<file path="config.mk">
export PLATFORM = sky130hd
export DESIGN_NAME = fifo_burst_writer
export DESIGN_NICKNAME = d
export VERILOG_FILES = /design/src/rtl/fifo_burst_writer.sv
export SDC_FILE = /design/constraint.sdc
export NUM_CORES = 1
export LEC_CHECK = 0
export CORE_MARGIN = 5
export CORE_UTILIZATION = 40
export DETAILED_ROUTE_END_ITERATION = 8
export PLACE_DENSITY = 0.7
export SLEW_MARGIN = 20
export SYNTH_ARGS = -nofsm -noshare
export SYNTH_HDL_FRONTEND = slang
export SYNTH_SLANG_ARGS = --single-unit
</file>
<file path="constraint.sdc">
create_clock -name clk -period 3.15 [get_ports clk]
set_input_delay 0.63 -clock clk [delete_from_list [all_inputs] [get_ports clk]]
set_output_delay 0.63 -clock clk [all_outputs]
set_load 0.1 [all_outputs]
</file>
<file path="src/rtl/fifo_burst_writer.sv">
// Burst source for a FIFO push port: expands one {seed, step, len} command into
// len words with an incrementing payload and an end-of-burst flag on the last word.
module fifo_burst_writer #(
  parameter int DATA_WIDTH = 32,
  parameter int MAX_LEN    = 16,
  parameter int CNT_WIDTH  = 16,
  localparam int LEN_W     = $clog2(MAX_LEN + 1)
) (
  input  logic                  clk,
  input  logic                  rst,
  input  logic                  cmd_valid_i,
  output logic                  cmd_ready_o,
  input  logic [DATA_WIDTH-1:0] cmd_seed_i,
  input  logic [DATA_WIDTH-1:0] cmd_step_i,
  input  logic [LEN_W-1:0]      cmd_len_i,
  output logic                  push_valid_o,
  input  logic                  push_grant_i,
  output logic [DATA_WIDTH:0]   push_data_o,
  output logic                  busy_o,
  output logic                  done_o,
  output logic [CNT_WIDTH-1:0]  words_sent_o
);

  // Handshake: a word moves on any posedge where push_valid_o && push_grant_i;
  // once raised, push_valid_o and push_data_o stay unchanged until that happens.
  // Commands are taken on a posedge where cmd_valid_i && cmd_ready_o.
  typedef enum logic [1:0] {
    S_IDLE = 2'd0,
    S_SEND = 2'd1,
    S_DONE = 2'd2
  } state_e;

  state_e                state_q, state_d;
  logic [DATA_WIDTH-1:0] payload_q, payload_d;
  logic [DATA_WIDTH-1:0] step_q, step_d;
  logic [LEN_W-1:0]      remaining_q, remaining_d;
  logic [CNT_WIDTH-1:0]  words_q, words_d;
  logic [LEN_W-1:0]      len_clamped;
  logic                  accept;
  logic                  xfer;
  logic                  last_word;

  assign len_clamped = (cmd_len_i > LEN_W'(MAX_LEN)) ? LEN_W'(MAX_LEN) : cmd_len_i;

  assign cmd_ready_o  = (state_q == S_IDLE);
  assign push_valid_o = (state_q == S_SEND);
  assign busy_o       = (state_q != S_IDLE);
  assign done_o       = (state_q == S_DONE);
  assign words_sent_o = words_q;

  assign accept    = cmd_valid_i && cmd_ready_o;
  assign xfer      = push_valid_o && push_grant_i;
  assign last_word = (remaining_q == LEN_W'(1));

  assign push_data_o = push_valid_o ? {last_word, payload_q} : '0;

  always_comb begin
    state_d     = state_q;
    payload_d   = payload_q;
    step_d      = step_q;
    remaining_d = remaining_q;
    words_d     = words_q;
    case (state_q)
      S_IDLE: begin
        if (accept) begin
          payload_d   = cmd_seed_i;
          step_d      = cmd_step_i;
          remaining_d = len_clamped;
          state_d     = (len_clamped == '0) ? S_DONE : S_SEND;
        end
      end
      S_SEND: begin
        if (xfer) begin
          payload_d   = payload_q + step_q;
          remaining_d = remaining_q - LEN_W'(1);
          words_d     = words_q + CNT_WIDTH'(1);
          if (last_word) state_d = S_DONE;
        end
      end
      S_DONE: state_d = S_IDLE;
      default: state_d = S_IDLE;
    endcase
  end

  always_ff @(posedge clk) begin
    if (rst) begin
      state_q     <= S_IDLE;
      payload_q   <= '0;
      step_q      <= '0;
      remaining_q <= '0;
      words_q     <= '0;
    end else begin
      state_q     <= state_d;
      payload_q   <= payload_d;
      step_q      <= step_d;
      remaining_q <= remaining_d;
      words_q     <= words_d;
    end
  end

endmodule
</file>
* After elaboration in Yosys (flattened, before gate mapping)
Cells that the tools add are included.
** Word-level totals
- Bits in registers :: 87
- Input port bits :: 73
- Output and inout bits :: 53
- Logic and storage cells :: 38
** Cells by class
- Add/subtract/negate cells :: 3
- $lt $le $gt $ge :: 1
- Eq/ne operators :: 6
- Multiplexer cells :: 13
- Reduce and logical (&&, ||, !) cells :: 10
** Operator list (number)
- $mux W32 :: 2
- $pmux W32 S2 :: 1
- $mux W33 :: 1
- $add A32 B32 Y32 :: 1
- $add A16 B1 Y16 const B :: 1
- $mux W5 :: 3
- $pmux W5 S2 :: 1
- $mux W2 :: 4
- $ne A2 B1 Y1 const B :: 3
- $reduce_and A3 Y1 :: 2
- $eq A5 B1 Y1 const B :: 1
- $gt A5 B5 Y1 const B :: 1
- $logic_not A5 Y1 :: 1
- $sub A5 B1 Y5 const B :: 1
- $pmux W2 S2 :: 1
- $reduce_and A2 Y1 :: 2
- $reduce_bool A2 Y1 :: 2
- $eq A2 B1 Y1 const B :: 1
- $eq A2 B2 Y1 const B :: 1
- $logic_and A1 B1 Y1 :: 2
- $logic_not A2 Y1 :: 1

* Longest topological paths before layout
- Depth after elaboration :: 6
- Gate-level depth with buffers :: 12

* Worst setup path before layout
Ideal clock, no wire load.
- Path kind :: flip-flop to output port
- Start :: register state_q[1]
- End :: output port push_data_o[23]
- Arrival :: 2767 ps
- Required time :: 2520 ps
- Path slack :: -247 ps
- Stages on the path, launching flop included :: 7
- Path buffers :: 3
- Cell sequence :: dfxtp_1 > nand2b_1 > clkbuf_1 > inv_1 > clkbuf_1 > clkbuf_1 > and2_1
** Between the ends
- Longest elaborated chain between the ends :: 2
** RTL lines
- start, declared :: line 33 : state_e state_q, state_d;
- start signal, assigned :: line 93 : state_q <= state_d;
- $eq A2 B1 Y1 :: line 46 : assign push_valid_o = (state_q == S_SEND);
- named net push_valid_o :: line 16 : output logic push_valid_o,
- $mux W33 :: line 55 : assign push_data_o = push_valid_o ? {last_word, payload_q} : '0;
- end, declared :: line 18 : output logic [DATA_WIDTH:0] push_data_o,
The timed path passes the listed nets, and every way through them passes these cells.

* Worst setup path after layout
- Start :: register payload_q[0]
- End :: register payload_q[30]
** Between the ends
- Longest elaborated chain between the ends :: 3
** RTL lines
- start, declared :: line 34 : logic [DATA_WIDTH-1:0] payload_q, payload_d;
- start signal, assigned :: line 94 : payload_q <= payload_d;
- $add A32 B32 Y32 :: line 74 : payload_d = payload_q + step_q;
- $mux W32 :: line 73 : if (xfer) begin
- $pmux W32 S2 :: line 63 : case (state_q)
Every way passes these cells. The select of a mux whose other input is x is not followed.
A chain may end at the register's enable or synchronous reset.

==> summary by stage <==
Power and ir drop
The total design power is around 3.5 mW. The worst-case IR drop observed on VDD is 0.000225 V. Summed over all cells, the static leakage comes to roughly 3.1 nW.

The power density over cell area is around 480 nW/um^2.

Clock tree
The cell sitting at the root of the clock tree is a clkbuf_16. Counting along the longest clock path gives a buffer depth of 2. CTS built an H-tree with a depth of 3. The number of hold buffers added after cts is 0. The number of clock sinks seen by CTS is 87. In this run, CTS created clock tree buffers numbering 9. After clock tree synthesis, the clock-pin slew on the worst setup and hold paths is 0.07 ns. The clock tree from TritonCTS is yes.

The later-pin clock latency in the skew report is 0.35 ns.

Floorplan
The overall die height is between 100 and 150 um. The number of top-level design ports is 126. Measured along the x axis, the die boundary spans 125 um. Row generation in the floorplan step produced 42 rows. The die covers 15600 sq um. The core area is 13100 sq um. Once the floorplan was initialized, standard cells occupied 40.5% of the core.

Timing
The total count of max-transition violations in the final report is 0. The hold violation total from the final report came to 0. Derived from the worst setup path, the maximum achievable clock frequency is about 0.33 GHz. On the final layout, the worst clock skew is 0.00996 ns.

Measured against its own limit, the worst slew margin works out to 65.6%. The count of endpoints failing setup in the final report is 0. The final clock period utilization by the worst path is just under 100%. The routed design could run at a clock period as short as 3.03 ns. For the pin with the worst max-slew slack, the measured transition is 0.509 ns.

Placement
The count of port buffers added during placement is 125. The half-perimeter wire length of the detailed placement result is 11200 um. The routability congestion estimate is 0.874.

Synth
The leading area contributor after synthesis is dfxtp_1. In this run, distinct cell masters in the synthesized netlist total 55. The area fraction in and, or, nand and nor cells after synthesis is ~26%. Of the post-synthesis cell area, the part taken by muxes is less than 1%. The average instance area after synthesis is 7.54 sq um. The count of synthesis-stage warnings from yosys is 0. The combined area of all synthesized cells is 5290 sq um. The async set-reset flop share out of synthesis is 0%. Ranked by total cell area, the synthesized netlist is headed by dfxtp_1 33%, nand2_1 9.3%, ha_1 8.0%. The top cell type's share of synthesized area is 32.9%. The predominant post-synthesis flop cell is dfxtp_1.

The number of nets produced by synthesis is 810. The compound-cell area share of the yosys netlist is 22.8%. Counting every instance in the synthesized netlist gives 702. The count of state elements after synthesis is a little under 90.

The adder-cell share of the synthesized area is 8.41%. In this run, synthesis inferred 0 flip-flops with an integrated enable. The dominant combinational cell family by area after synthesis is simple AND/OR/NAND/NOR gates. The synthesized netlist devotes 5.96% of its cell area to XOR and XNOR gates. The sequential share of the synthesized area is 32.9%.

Setup path
The largest individual stage delay along the critical path comes from the cell a211oi_2. Data on the critical path arrives at its endpoint at 3.28 ns. The critical setup path kind is reg2reg. The largest stage delay on the critical path is 0.37 ns. STA classifies the critical path startpoint as a flop. The maximum fanout along the worst path is 3. STA classifies the critical path endpoint as a flop. The critical path goes through ha_1 -> fa_1 -> a21o_1 -> a31oi_1 -> nor3_2 -> o2111ai_2 -> a211oi_2 -> nor2_2 -> o21ai_0 -> nand3_1 -> mux2i_1 -> or2_2. The required time at the endpoint of the critical path is 3.39 ns.

Detailed routing
For this run, the detailed router's first-pass iteration total came to 5. The average via count per standard cell is roughly 5.5. The routed via count is 5470.

After detailed routing, the number of remaining DRC violations is 0. The post-detailed-route count of antenna-violating nets is 0. For this block, the initial DRC count from the detailed router was ~340. The wire length per cell is 15.7 um.

The total wire length after detailed routing is approximately 16000 um.

GRT
The number of antenna violations at the first check in global routing is 0. The number of global-route vias before repair was 5496. Summed over all layers, the global routing overflow is 0. Entering global routing, the biggest net connects 43 pins. For this run, the total global-route usage over all layers was measured as 19.5%. The first global-routing pass estimated 25800 um of wire.

Final layout
The filler cell count is around 1200. The antenna diode count is 0. The most common cell after layout, fill and taps aside is nand2_1.

Across the whole layout, storage elements account for 1740 sq um. The utilization of the core after routing is 56.7%. The number of nets in the finished design is just over 900. The fraction of layout instances using a drive strength above 1 is 13.0%. In the layout the commonest cells are 131 x nand2_1, 86 x dfxtp_1, 81 x a21oi_1, 71 x clkdlybuf4s50_1, 67 x nor2_1.

The multi-input combinational cells in the finished layout cover a total of between 3000 and 4000 sq um. The area overhead of the layout relative to synthesis is 40.3%.

Flow run
The max-cap violation count is 0.

Min path
The worst min-delay path category is reg2reg.

Outcome
The flow ran to the end, and the final reports show no timing, DRC or antenna violations.
[state kept, by name, summed over array words and instances, names as in the netlist]
| register | cells |
|---|---|
| words_sent_o | 16 |
| payload_q | 32 |
| step_q | 32 |
| remaining_q | 5 |
| state_q | 2 |
[layout make-up]
cell class	count	area share, %
multi-input cells	566	46.2
flip-flops and latches	87	23.5
well taps	176	2.97
clock inverters	6	0.927
clock buffers	10	3.08
repair buffers	147	23.0
inverters	7	0.354
[through the flow]
stage	setup TNS, ns	area [sq um]	instances	setup WS, ns	hold WS, ns
after detailed placement	-0.119	7040	980	-0.119	0.454
after floorplan	0	5300	702	0.149	0.440
after global placement	-0.0242	7040	980	-0.0242	0.448
after CTS	0	7350	996	0.00871	0.463
after global routing	-0.124	7420	999	-0.0749	0.480
final	0	7420	999	0.116	0.464
[where the power goes]
part | switching (mW) | leakage [nW] | internal (mW)
registers | 0.0751 | 0.715 | 1.20
clock network | 0.468 | 0.143 | 0.620
logic | 0.720 | 2.25 | 0.460
total | 1.26 | 3.10 | 2.28
[kinds of logic after synthesis]
family | count (synthesis)
and+or+nand+nor | 301
AOI/OAI and AO/OA | 191
DFF | 87
buffers and inverters | 49
xor gates and xnor gates | 36
adders and majority gates | 35
muxes | 3
[worst paths after layout]
kind                                endpoint                      start  depth (start not counted)  slack [ns]
setup / recovery  payload_q[30]$_SDFFE_PP0P_  payload_q[0]$_SDFFE_PP0P_                         12        0.12
hold / removal       step_q[14]$_SDFFE_PP0P_    step_q[14]$_SDFFE_PP0P_                          2        0.46
setup reg to reg  payload_q[30]$_SDFFE_PP0P_  payload_q[0]$_SDFFE_PP0P_                         12        0.12
hold reg to reg      step_q[14]$_SDFFE_PP0P_    step_q[14]$_SDFFE_PP0P_                          2        0.46
[critical path: cells and delay by family (launching register included)]
family	cells	cell delay, ns
AO/OA/AOI/OAI	5	1.12
AND/OR/NAND/NOR	4	0.84
adder cells (fa/ha/maj)	2	0.48
multiplexers	1	0.14
flip-flops	1	0.34
[Yosys cell counts, drive strengths merged (4+ instances only)]
master and number:
and3 6, a31oi 7, nor2 69, o211ai 4, o21ai 28, clkbuf 41
nand2 131, inv 7, ha 34, nor3 11, or3 7, xnor2 18
nor2b 5, xor2 18, a211oi 8, a221oi 4, a21o 19, and2 35
dfxtp 87, a311oi 13, nand3 14, a21oi 82, nand4 9
[per-layer routing]
metal	routed length, um	GRT usage [%]	up-vias
met4	486	9.57	0
met1	6970	24.1	2573
met2	7540	32.6	171
li1	-	-	2691
met3	735	3.62	35
met5	0	0	-
[what timing repair did]
item	4_1_cts	5_1_grt
resized for setup	3	7
endpoints found under the hold margin	0	0
setup endpoints to repair	1	6
buffers inserted	0	3
pin swaps	2	10
(Power assumes the default switching activity.)
